===== config.mk =====
export PLATFORM = sky130hd
export DESIGN_NAME = risc_v_run_ctrl
export DESIGN_NICKNAME = d
export VERILOG_FILES = /design/src/rtl/risc_v_ctrl_pkg.sv /design/src/rtl/switch_sync_edge.sv /design/src/rtl/risc_v_run_ctrl.sv
export SDC_FILE = /design/constraint.sdc
export NUM_CORES = 1
export LEC_CHECK = 0
export ABC_CLOCK_PERIOD_IN_PS = 2570
export CAP_MARGIN = 20
export CORE_ASPECT_RATIO = 0.6
export CORE_MARGIN = 4
export CORE_UTILIZATION = 42
export CTS_BUF_LIST = sky130_fd_sc_hd__clkbuf_8 sky130_fd_sc_hd__clkbuf_16
export CTS_CLUSTER_DIAMETER = 200
export CTS_CLUSTER_SIZE = 28
export DETAILED_ROUTE_END_ITERATION = 12
export PLACE_DENSITY_LB_ADDON = 0.25
export SLEW_MARGIN = 25
export SYNTH_ARGS = -nofsm -noshare
export SYNTH_HDL_FRONTEND = slang
export SYNTH_HIERARCHICAL = 1
export SYNTH_SLANG_ARGS = --single-unit
export TNS_END_PERCENT = 20

===== constraint.sdc =====
create_clock -name CLK -period 2.57 [get_ports CLK]
set_clock_uncertainty 0.15 [all_clocks]
set_input_delay 0.257 -clock CLK [delete_from_list [all_inputs] [get_ports CLK]]
set_output_delay 0.257 -clock CLK [all_outputs]
set_load 0.02 [all_outputs]

===== src/rtl/risc_v_ctrl_pkg.sv =====
// Shared types and constants for the RISC-V run controller:
// controller state codes, EBREAK encoding and seven-segment glyphs.
package risc_v_ctrl_pkg;

  typedef enum logic [2:0] {
    ST_RESET_HOLD = 3'd0,
    ST_HALT       = 3'd1,
    ST_RUN        = 3'd2,
    ST_STEP       = 3'd3,
    ST_BREAK      = 3'd4
  } run_state_e;

  localparam logic [31:0] EBREAK_INST = 32'h0010_0073;

  // Active-low segments, bit order gfedcba
  localparam logic [6:0] SEG_0    = 7'b100_0000;
  localparam logic [6:0] SEG_1    = 7'b111_1001;
  localparam logic [6:0] SEG_2    = 7'b010_0100;
  localparam logic [6:0] SEG_3    = 7'b011_0000;
  localparam logic [6:0] SEG_4    = 7'b001_1001;
  localparam logic [6:0] SEG_DASH = 7'b011_1111;

  function automatic logic [6:0] state_to_seg(input logic [2:0] code);
    logic [6:0] seg;
    case (code)
      3'd0:    seg = SEG_0;
      3'd1:    seg = SEG_1;
      3'd2:    seg = SEG_2;
      3'd3:    seg = SEG_3;
      3'd4:    seg = SEG_4;
      default: seg = SEG_DASH;
    endcase
    return seg;
  endfunction

endpackage


===== src/rtl/switch_sync_edge.sv =====
// N-flop synchronizer for one asynchronous switch input, with an optional
// one-cycle rising-edge pulse taken from the synchronized level.
module switch_sync_edge #(
  parameter int unsigned STAGES  = 2,
  parameter bit          EDGE_EN = 1'b0
) (
  input  logic clk_i,
  input  logic rst_ni,
  input  logic d_i,
  output logic level_o,
  output logic rise_o
);

  logic [STAGES-1:0] sync_q;

  always_ff @(posedge clk_i or negedge rst_ni) begin
    if (!rst_ni) begin
      sync_q <= '0;
    end else begin
      sync_q <= {sync_q[STAGES-2:0], d_i};
    end
  end

  assign level_o = sync_q[STAGES-1];

  if (EDGE_EN) begin : g_edge
    logic prev_q;

    always_ff @(posedge clk_i or negedge rst_ni) begin
      if (!rst_ni) begin
        prev_q <= 1'b0;
      end else begin
        prev_q <= level_o;
      end
    end

    assign rise_o = level_o & ~prev_q;
  end else begin : g_no_edge
    assign rise_o = 1'b0;
  end

endmodule


===== src/rtl/risc_v_run_ctrl.sv =====
// Execution controller for the single-cycle RISC-V core: reset hold, halt,
// free-run, single-step and breakpoint sequencing plus a retired-instruction counter.
module risc_v_run_ctrl
  import risc_v_ctrl_pkg::*;
#(
  parameter logic [31:0] BP_ADDR     = 32'h0000_0040,
  parameter int unsigned SYNC_STAGES = 2,
  parameter int unsigned HOLD_CYCLES = 4
) (
  input  logic        CLK,
  input  logic        RST,
  input  logic [3:0]  SW,
  input  logic [31:0] PC,
  input  logic [31:0] INST_DATA,
  output logic        CPU_EN,
  output logic        HALTED,
  output logic [2:0]  STATE,
  output logic [31:0] RETIRE_CNT,
  output logic [6:0]  HEX0
);

  localparam int unsigned HOLD_W = $clog2(HOLD_CYCLES + 1);

  logic [3:0] sw_lvl;
  logic [3:0] sw_rise;

  for (genvar i = 0; i < 4; i++) begin : g_sw
    switch_sync_edge #(
      .STAGES  (SYNC_STAGES),
      .EDGE_EN ((i == 1) || (i == 3))
    ) u_sync (
      .clk_i   (CLK),
      .rst_ni  (RST),
      .d_i     (SW[i]),
      .level_o (sw_lvl[i]),
      .rise_o  (sw_rise[i])
    );
  end

  logic sync_unused;
  assign sync_unused = ^{sw_lvl[1], sw_lvl[3], sw_rise[0], sw_rise[2]};

  logic run_lvl, bp_en, step_p, clr_p, bp_hit, ebrk, en;

  assign run_lvl = sw_lvl[0];
  assign bp_en   = sw_lvl[2];
  assign step_p  = sw_rise[1];
  assign clr_p   = sw_rise[3];
  assign bp_hit  = bp_en && (PC == BP_ADDR);
  assign ebrk    = (INST_DATA == EBREAK_INST);

  run_state_e        state_q, state_d;
  logic [HOLD_W-1:0] hold_q, hold_d;
  logic [31:0]       cnt_q, cnt_d;

  always_ff @(posedge CLK or negedge RST) begin
    if (!RST) begin
      state_q <= ST_RESET_HOLD;
      hold_q  <= '0;
      cnt_q   <= '0;
    end else begin
      state_q <= state_d;
      hold_q  <= hold_d;
      cnt_q   <= cnt_d;
    end
  end

  // Step pulses are only consumed in HALT/BREAK, so any pulse produced by a
  // switch held through reset release expires while still in RESET_HOLD.
  always_comb begin
    state_d = state_q;
    hold_d  = hold_q;
    en      = 1'b0;
    case (state_q)
      ST_RESET_HOLD: begin
        if (hold_q == HOLD_W'(HOLD_CYCLES - 1)) begin
          state_d = ST_HALT;
        end else begin
          hold_d = hold_q + 1'b1;
        end
      end
      ST_HALT: begin
        if (run_lvl) begin
          state_d = ST_RUN;
        end else if (step_p) begin
          state_d = ST_STEP;
        end
      end
      ST_RUN: begin
        en = !(bp_hit || ebrk);
        if (bp_hit || ebrk) begin
          state_d = ST_BREAK;
        end else if (!run_lvl) begin
          state_d = ST_HALT;
        end
      end
      ST_STEP: begin
        en      = !ebrk;
        state_d = ebrk ? ST_BREAK : ST_HALT;
      end
      ST_BREAK: begin
        if (step_p) begin
          state_d = ST_STEP;
        end else if (!run_lvl) begin
          state_d = ST_HALT;
        end
      end
      default: state_d = ST_RESET_HOLD;
    endcase
  end

  always_comb begin
    cnt_d = cnt_q;
    if (clr_p) begin
      cnt_d = '0;
    end else if (en) begin
      cnt_d = cnt_q + 32'd1;
    end
  end

  assign CPU_EN     = en;
  assign HALTED     = (state_q == ST_HALT) || (state_q == ST_BREAK);
  assign STATE      = state_q;
  assign RETIRE_CNT = cnt_q;
  assign HEX0       = state_to_seg(state_q);

endmodule


==> metrics.cfg <==
[run_status]
status=finished, final reports clean

[setup_path]
critPathMaxFanout=4
worstPathRequired_ns=2.16
cp-end-kind=output port
path_cells=clkdlybuf4s50_1, nor4_1, nand4_1, nor4_4, buf_4, nor2_2, dlygate4sd2_1
cp_slowest_cell=clkdlybuf4s50_1
ff2ff_path_depth=8
critPathTopFamily=buffers and inverters
worstPathArrival_ns=1.97
critPathBufInv=3
path_depth=7
critPathKind=input pin to output port
start_kind=input pin
slowest_delay_ns=0.41
reg2reg_slack_ns=0.28

[floorplan]
fp.dieH_um=68.87
fp.dieArea_um2=7538
start_util=0.4487
core_um2=5781
die-width_um=109.5
ios=114
rows=21

[timing]
worst_slew_pin_slew_ns=0.6051
fmax_mhz=420.2
post-route-min-period_ns=2.380
final_max_slew_viol_count=0
slew_headroom=0.5966
fin_ws_ns=0.1904
hold_violations=0
rsz0062_at_grt=no
setup-violations-final=0
fin_crit_sh=0.9259

[yosys]
avgSynthCellArea_um2=9.642
synth_cells=269
synth.net_count=342
yosys_warnings=6
syn_area_um2=2594

[clock_network]
htreeDepth=2
clock_path_buffers=2
clock_latency_ns=0.30
path_clk_slew_ns=0.08
cts_buffers=5
cts-root-buf=clkbuf_8
cts_tree=yes
cts_setup_buffers=0
cts_sinks=48

[place]
dp_hpwl_um=5889
gp_congestion=0.8653
dp_cells=465
place_area_um2=3870
port_buffers=113
post-place-ws_ns=-0.07874

[cells_and_area]
nets=466
utilization=0.6855
fillers=468
syn_to_final_growth_pct=52.77
layout_commonest_cell=clkdlybuf4s50_1
layout-drive-gt1-share=0.1043
final_cells=473
final_cell_mix=clkdlybuf4s50_1, dfrtp_1, nor2_1
num_antenna_cells=0
fin_area_um2=3963

[grt]
first_global_vias=2384
grt_overflow=0
grt_start_max_net_pins=27
grt_pass1_wl_um=11480
antenna_found_initial=0
grt_usage=0.1994

[drt]
dr.max_layer_used=met4
ant_nets=0
route.met3.wl_um=907
vias=2474
drc=0
drtPass1Iterations=4
wirelength_um=7498
vias_per_cell=5.230
wl_met2_um=3306
first_iter_violations=84
wl_per_cell_um=15.85
wirelength_met1_um=3215

[min_path]
whs_path_depth=0
holdCritPathClass=register to register

[pwr]
p_leak_nw=1.571
peakVddDrop_v=0.0002600
total_power_w=0.002037
power_density_nw_per_um2=514.1

[flow_run]
cap_violations=0

layout make-up:
| type | count | area, um2 | area share |
|---|---|---|---|
| clock inverters | 2 | 8.758 | 0.002210 |
| flip-flops and latches | 48 | 1201 | 0.3031 |
| repair buffers | 129 | 1247 | 0.3148 |
| clock buffers | 5 | 68.82 | 0.01737 |
| well taps | 80 | 100.1 | 0.02526 |
| multi-input cells | 199 | 1299 | 0.3278 |
| inverters | 10 | 37.54 | 0.009473 |
worst register-to-register path, stage by stage (launching register included):
cell,delay (ns)
dfrtp_1,0.45
nand4_1,0.20
nor2_1,0.22
o2111ai_1,0.17
buf_4,0.18
buf_4,0.16
nor4_1,0.40
xnor2_1,0.17
nor2_1,0.06
metal layers:
metal  vias to the layer above  global-route usage
li1                       1197                   -
met1                      1154              0.2617
met2                       117              0.3252
met3                         6             0.07070
met4                         0             0.03421
met5                         -                   0
timing repair:
action                                 in CTS  in global routing
endpoints found under the hold margin      24                  0
hold buffers                                1                  0
setup endpoints to repair                   1                  0
resized for setup                           2                  0
where the power goes:
group	switching [W]	leakage, nW	internal, W
Combinational	0.000362	0.895	0.000368
Sequential	0.0000814	0.631	0.000797
Clock	0.000247	0.0452	0.000182
metrics by stage:
step	TNS [ns]	hold slack, ns
floorplan	0	-0.1886
global placement	-0.03360	0.1530
detailed placement	-0.2435	0.1593
CTS	0	0.2061
global route	0	0.2107
finish	0	0.2045
worst paths after layout:
path	from	end
min in group asynchronous	RST	RETIRE_CNT[10]
max in group asynchronous	RST	STATE[1]
setup / recovery	PC[23]	CPU_EN
hold reg to reg	g_sw[3].u_sync/sync_q[0]	g_sw[3].u_sync/sync_q[1]
setup reg to reg	RETIRE_CNT[6]	RETIRE_CNT[21]
hold / removal	g_sw[3].u_sync/sync_q[0]	g_sw[3].u_sync/sync_q[1]
registers in the layout, indices dropped and copies added, names as in the netlist:
signal / count
STATE: 3
g_sw.u_sync/sync_q: 8
g_sw.u_sync/g_edge.prev_q: 2
hold_q: 3
RETIRE_CNT: 32
Note: power is estimated with default switching activity, not from simulation.
